<file path="config.mk">
export PLATFORM = sky130hd
export DESIGN_NAME = part3_mac_pipe
export DESIGN_NICKNAME = d
export VERILOG_FILES = /design/src/rtl/part3_mac_pipe.sv
export SDC_FILE = /design/constraint.sdc
export NUM_CORES = 1
export LEC_CHECK = 0
export BUFFER_PORTS_ARGS = -buffer_cell sky130_fd_sc_hd__buf_4
export CAP_MARGIN = 10
export CORE_AREA = 2 2 163 165
export CTS_CLUSTER_SIZE = 24
export DETAILED_ROUTE_END_ITERATION = 8
export DIE_AREA = 0 0 165 167
export SYNTH_ARGS = -nofsm -noshare
export SYNTH_HDL_FRONTEND = slang
export SYNTH_SLANG_ARGS = --single-unit
</file>
<file path="constraint.sdc">
create_clock -name clk -period 6.5 [get_ports clk]
set_input_delay 0.325 -clock clk [delete_from_list [all_inputs] [get_ports clk]]
set_output_delay 0.325 -clock clk [all_outputs]
set_load 0.02 [all_outputs]
</file>
<file path="src/rtl/part3_mac_pipe.sv">
// part3_mac_pipe: pipelined signed multiply-accumulate with in-band clear, sticky overflow and optional saturation
//   clk       rising-edge clock
//   reset     asynchronous active-high reset, clears all state and in-flight samples
//   a, b      signed IN_W operands, sampled with valid_in
//   valid_in  a/b/clr valid this cycle
//   clr       sample starts a new accumulation (qualified by valid_in)
//   f         signed ACC_W accumulator value
//   valid_out f updated by a valid sample this cycle
//   ovf       sticky overflow flag for the current accumulation
//   Define MAC_SAT_EN to clamp f on overflow instead of wrapping.
module part3_mac_pipe #(
  parameter int IN_W      = 10,
  parameter int ACC_W     = 20,
  parameter int MULT_PIPE = 1
) (
  input  logic                    clk,
  input  logic                    reset,
  input  logic signed [IN_W-1:0]  a,
  input  logic signed [IN_W-1:0]  b,
  input  logic                    valid_in,
  input  logic                    clr,
  output logic signed [ACC_W-1:0] f,
  output logic                    valid_out,
  output logic                    ovf
);
  localparam int P_W = 2 * IN_W;
  // one product register always exists; MULT_PIPE adds stages behind it
  localparam int NP = MULT_PIPE + 1;

  if (ACC_W < P_W) begin : g_acc_chk
    $error("part3_mac_pipe: ACC_W must be >= 2*IN_W");
  end
  if (MULT_PIPE < 0 || MULT_PIPE > 2) begin : g_pipe_chk
    $error("part3_mac_pipe: MULT_PIPE must be 0..2");
  end

  logic signed [IN_W-1:0]  a_q, a_d, b_q, b_d;
  logic                    v0_q, v0_d, c0_q, c0_d;
  logic signed [P_W-1:0]   p_q [NP];
  logic signed [P_W-1:0]   p_d [NP];
  logic [NP-1:0]           pv_q, pv_d, pc_q, pc_d;
  logic signed [ACC_W-1:0] f_q, f_d, base, addend, sum, res;
  logic                    valid_out_q, valid_out_d, ovf_q, ovf_d, add_ovf;

  always_comb begin
    a_d = a;
    b_d = b;
    v0_d = valid_in;
    c0_d = clr;
    p_d[0] = P_W'(a_q) * P_W'(b_q);
    pv_d[0] = v0_q;
    pc_d[0] = c0_q;
    for (int i = 1; i < NP; i++) begin
      p_d[i] = p_q[i-1];
      pv_d[i] = pv_q[i-1];
      pc_d[i] = pc_q[i-1];
    end
  end

  // overflow: both addends share a sign that the truncated sum does not
  always_comb begin
    base = pc_q[NP-1] ? '0 : f_q;
    addend = ACC_W'(p_q[NP-1]);
    sum = base + addend;
    add_ovf = (base[ACC_W-1] == addend[ACC_W-1]) && (sum[ACC_W-1] != base[ACC_W-1]);
`ifdef MAC_SAT_EN
    res = add_ovf ? (base[ACC_W-1] ? {1'b1, {(ACC_W-1){1'b0}}} : {1'b0, {(ACC_W-1){1'b1}}}) : sum;
`else
    res = sum;
`endif
    f_d = pv_q[NP-1] ? res : f_q;
    valid_out_d = pv_q[NP-1];
    ovf_d = pv_q[NP-1] ? ((ovf_q & ~pc_q[NP-1]) | add_ovf) : ovf_q;
  end

  always_ff @(posedge clk or posedge reset) begin
    if (reset) begin
      a_q <= '0;
      b_q <= '0;
      v0_q <= 1'b0;
      c0_q <= 1'b0;
      p_q <= '{default: '0};
      pv_q <= '0;
      pc_q <= '0;
      f_q <= '0;
      valid_out_q <= 1'b0;
      ovf_q <= 1'b0;
    end else begin
      a_q <= a_d;
      b_q <= b_d;
      v0_q <= v0_d;
      c0_q <= c0_d;
      p_q <= p_d;
      pv_q <= pv_d;
      pc_q <= pc_d;
      f_q <= f_d;
      valid_out_q <= valid_out_d;
      ovf_q <= ovf_d;
    end
  end

  assign f = f_q;
  assign valid_out = valid_out_q;
  assign ovf = ovf_q;
endmodule

</file>
Word-level counts from Yosys, hierarchy flattened. Index checks and enable logic that the tools add are counted.

Flip-flop bits (word level): 88. Input bits: 24. Output and inout bits: 22. Logic and storage cells: 20.

Add/sub/neg operators: 1. Multiply operators: 1. Eq/ne operators: 2. Muxes and demuxes: 1. Bitwise gates (word level): 3. Reductions and logical operators: 1.

Operators with widths (count): adder 20 bit (1); multiplier 10 x 10 -> 20 bit (1); two-way mux 20 bit (1); bitwise AND 1 bit (1); equality test 1 bit (1); logical AND 1 bit (1); inequality test 1 bit (1); inverter 1 bit (1); OR 1 bit (1).

Depth between registers and ports, before layout.
Depth in word-level cells: 5. Mapped depth: 20. Gate-level depth less buffers: 19.

Least setup slack after synthesis. No wires, ideal clock.

Kind: register -> register. From: register b_q[1]. To: register p_q (netlist bit p_d[18]). Arrival: 5205 ps. Data required time: 6431 ps. Setup slack: 1227 ps. Cell stages (with the launch flop): 21. Buffers on the path: 1. Period minus slack after synthesis: 5273 ps. Path through: dfrtp_1 -> clkbuf_1 -> nand2_1 -> fa_1 -> inv_1 -> fa_1 -> inv_1 -> fa_1 -> inv_1 -> fa_1 -> inv_1 -> fa_1 -> inv_1 -> ha_1 -> o21ai_1 -> nor3_1 -> a211oi_2 -> a21oi_2 -> a221o_1 -> or4b_1 -> nand3_1.

RTL lines: start, declared (line 37) `logic signed [IN_W-1:0] a_q, a_d, b_q, b_d;`; start signal, assigned (line 79) `b_q <= '0;`; start signal, assigned (line 90) `b_q <= b_d;`; end signal, assigned (line 93) `p_q <= p_d;`; end, declared (line 39) `logic signed [P_W-1:0] p_q [NP];`.

==> results.md <==
- Sum of routed wire length over all layers: 14000 microns
- Core region area: 25800 sq um
- CP endpoint kind: flip-flop
- GRT Overall Usage: 0.112
- Mean number of vias per cell: 4.33
- Peak Freq: between 0.15 and 0.2 GHz
- Number of top-level pins: 46
- Number of max-cap violations: 0
- Outcome: finished, final reports clean
- DRC Markers: 0
- Clock-pin slew of the registers on the worst-case setup and hold paths: 80 ps
- Average wire length per cell after detail routing: 12.3 microns
- Actual transition at the worst max-transition pin: between 1000 and 1500 ps
- Number of flops mapped to enable cells by yosys: 0
- Growth of design area from synthesis to finish: 13.4%
- Final hold violations: 0
- LEAKAGE: approximately 0.0043 uW
- Num rows: 59
- Worst clock skew on the final layout: 17.9 ps
- Count of nets left with antenna violations after detail routing: 0
- Initial antenna violation count: 0
- Worst slew margin relative to its limit: 0.307
- Post-synthesis cell area: 7630 sq um
- Final net count: 982
- Unique masters post-synth: 55
- Required time at the worst-slack endpoint: 6780 ps
- Critical path launch point type: flip-flop
- Vias in the first global route: 5240
- Library cell occupying the most area in the post-synthesis netlist: sky130_fd_sc_hd__dfrtp_1
- Fillers: around 2.6k
- Non-filler cells in the finished layout: around 1.1k
- Overall die area: 27600 sq um
- Worst-case clock buffer depth: 2
- Most frequently used flop master after synthesis: sky130_fd_sc_hd__dfrtp_1
- Cell count after synthesis: 763
- Fraction of final layout cells sized beyond drive strength 1: 0.103
- Starting Density: 0.296
- Remaining global-route overflow: 0
- H-tree levels: 3
- Post-layout min period: 5460 ps
- Resized cells post-CTS: 0
- Unrepaired setup endpoints after global routing: no
- 1st-iter DRT viols: ~260
- Diode count: 0
- CTS tree: done
- Root Buffer Master: sky130_fd_sc_hd__clkbuf_16
- Final RePlAce weighted congestion: 0.849
- Fraction of the yosys area taken by sequential cells: 0.289
- Maximum number of pins on one net before global-route repair: 69
- Post-detailed-placement half-perimeter wirelength: 11400 microns
- Drt pass-1 iters: 4
- WS Path Type: reg -> reg
- Arrival time reported for the critical path endpoint: 5740 ps
- Via Count: 4925
- Die outline height: 167 microns
- Most frequent cells in the layout: 145 x sky130_fd_sc_hd__inv_1, 92 x sky130_fd_sc_hd__fa_1, 88 x sky130_fd_sc_hd__dfrtp_1, 71 x sky130_fd_sc_hd__nand2_1, 68 x sky130_fd_sc_hd__ha_1
- Clock latency on the worst-skew pair: 360 ps
- Sinks on the clock net: slightly below 90
- Post-synthesis average cell area: ~10 sq um
- Setup TNS after final layout: 0 ps
- Total nets after synthesis: 947
- Top post-synthesis cells by area: sky130_fd_sc_hd__dfrtp_1 29%, sky130_fd_sc_hd__fa_1 24%, sky130_fd_sc_hd__ha_1 11%
- Pins Over Slew Limit: 0
- Cells after DPL: around 1.1k
- Count of input and output buffers: 45
- Hold buffers post-CTS: 1
- Commonest non-fill, non-tap cell in the layout: sky130_fd_sc_hd__inv_1
- YS warnings: 0
- Horiz. Die Dim: 165 microns
- Count of buffers added by post-CTS timing repair for setup: 0
- Post-synthesis register bit count: 88
- Tightest Hold Check Type: in -> reg
- Wire length of the first global-routing pass: roughly 25000 microns
- Post-synth ARST share: 1.00
- Number of clock buffers inserted by TritonCTS: 9
- Ratio of total power to cell area: 492 nW/um^2
- Biggest fanout along the worst timing path: 10
- Proportion of netlist area held by the largest area contributor: 0.289
- Final clock period utilization by the worst path: 0.840
- Final setup viols: 0
- Maximum vdd ir drop: ~0.24 mV
[power breakdown]
| part | internal (uW) | leakage [uW] | switching (uW) | total, uW |
|---|---|---|---|---|
| clock network | 345 | 0.000163 | 235 | 580 |
| registers | 762 | 0.00103 | 110 | 873 |
| logic | 1300 | 0.00311 | 1510 | 2810 |
[flip-flops by register name, indices dropped and copies added, names as in the netlist]
register   count
a_q           10
f             20
pc_q           2
ovf            1
b_q           10
valid_out      1
c0_q           1
pv_q           2
addend        20
v0_q           1
p_d           20
[path summary, 6_finish.rpt]
path,cells after the start,start,to,slack (ps)
worst max-delay path,19,b_q[1]$_DFF_PP0_,p_d[18]$_DFF_PP0_,1040
worst min-delay path,1,clr,c0_q$_DFF_PP0_,70
worst max register to register,19,b_q[1]$_DFF_PP0_,p_d[18]$_DFF_PP0_,1040
worst min register to register,0,p_d[16]$_DFF_PP0_,addend[16]$_DFF_PP0_,340
max in group asynchronous,4,reset,b_q[3]$_DFF_PP0_,4900
min in group asynchronous,3,reset,pv_q[0]$_DFF_PP0_,480
[critical path, cell delays in order (launching register included)]
cell,delay [ps]
sky130_fd_sc_hd__dfrtp_1,510
sky130_fd_sc_hd__nand2_1,130
sky130_fd_sc_hd__fa_1,550
sky130_fd_sc_hd__inv_1,50
sky130_fd_sc_hd__fa_1,490
sky130_fd_sc_hd__inv_1,50
sky130_fd_sc_hd__fa_1,530
sky130_fd_sc_hd__inv_1,50
sky130_fd_sc_hd__fa_1,470
sky130_fd_sc_hd__inv_1,50
sky130_fd_sc_hd__fa_1,470
sky130_fd_sc_hd__inv_1,40
sky130_fd_sc_hd__ha_1,320
sky130_fd_sc_hd__o21ai_1,180
sky130_fd_sc_hd__nor3_1,90
sky130_fd_sc_hd__a211oi_2,330
sky130_fd_sc_hd__a21oi_2,120
sky130_fd_sc_hd__a221o_1,380
sky130_fd_sc_hd__or4b_1,510
sky130_fd_sc_hd__nand3_1,100
[cells in the mapped netlist, types with 3 or more instances]
library cell / n
sky130_fd_sc_hd__xnor2_1: 21
sky130_fd_sc_hd__a21boi_1: 4
sky130_fd_sc_hd__and3_1: 4
sky130_fd_sc_hd__nand2_1: 71
sky130_fd_sc_hd__nor2_1: 33
sky130_fd_sc_hd__nor3_1: 9
sky130_fd_sc_hd__o21ai_1: 9
sky130_fd_sc_hd__nand3_1: 5
sky130_fd_sc_hd__fa_1: 92
sky130_fd_sc_hd__a21o_1: 9
sky130_fd_sc_hd__o211ai_1: 4
sky130_fd_sc_hd__o21a_1: 7
sky130_fd_sc_hd__inv_1: 146
sky130_fd_sc_hd__nand2b_1: 5
sky130_fd_sc_hd__a31oi_1: 3
sky130_fd_sc_hd__ha_1: 68
sky130_fd_sc_hd__xor2_1: 9
sky130_fd_sc_hd__mux2_2: 9
sky130_fd_sc_hd__clkbuf_1: 22
sky130_fd_sc_hd__mux2i_1: 7
sky130_fd_sc_hd__a211oi_2: 3
sky130_fd_sc_hd__nor2b_1: 23
sky130_fd_sc_hd__a21oi_1: 21
sky130_fd_sc_hd__o21ai_0: 14
sky130_fd_sc_hd__a211oi_1: 7
sky130_fd_sc_hd__and2_1: 35
sky130_fd_sc_hd__dfrtp_1: 88
[kinds of logic after synthesis]
| group | Yosys count | share of synthesized area |
|---|---|---|
| XOR/XNOR | 30 | 0.0344 |
| multiplexers | 16 | 0.0225 |
| AO/OA/AOI/OAI | 99 | 0.0869 |
| adder cells (fa/ha/maj) | 160 | 0.353 |
| buffers and inverters | 170 | 0.0836 |
| flip-flops | 88 | 0.289 |
| AND/OR/NAND/NOR | 200 | 0.131 |
[routing by layer]
metal	GRT usage	vias to the layer above	routed length, microns
li1	-	2466	-
met4	0.0329	0	181
met5	0	-	0
met1	0.155	2384	7020
met3	0.0224	11	472
met2	0.178	64	6370
[per-stage QoR]
step                      instance area, sq um  worst slack [ps]  hold slack [ps]   util  total power (uW)
after CTS                                 8650              1040             53.7  0.336              4310
final                                     8650              1040             70.7  0.336              4260
after detailed placement                  8310              1060              304  0.323              3690
after global placement                    8310              1100              297  0.323              3640
after global routing                      8650               698             60.0  0.336              4770
after floorplan                           7630              1230              331      -              3080
[cell type report]
class,count,area (sq um),share of cell area
Inverter,147,554,0.0641
Timing Repair Buffer,47,355,0.0411
Multi-Input combinational cell,505,4790,0.554
Tap cell,335,419,0.0485
Clock buffer,9,225,0.0260
Clock inverter,7,106,0.0123
Sequential cell,88,2200,0.255
Power figures use the tool's default switching activity.
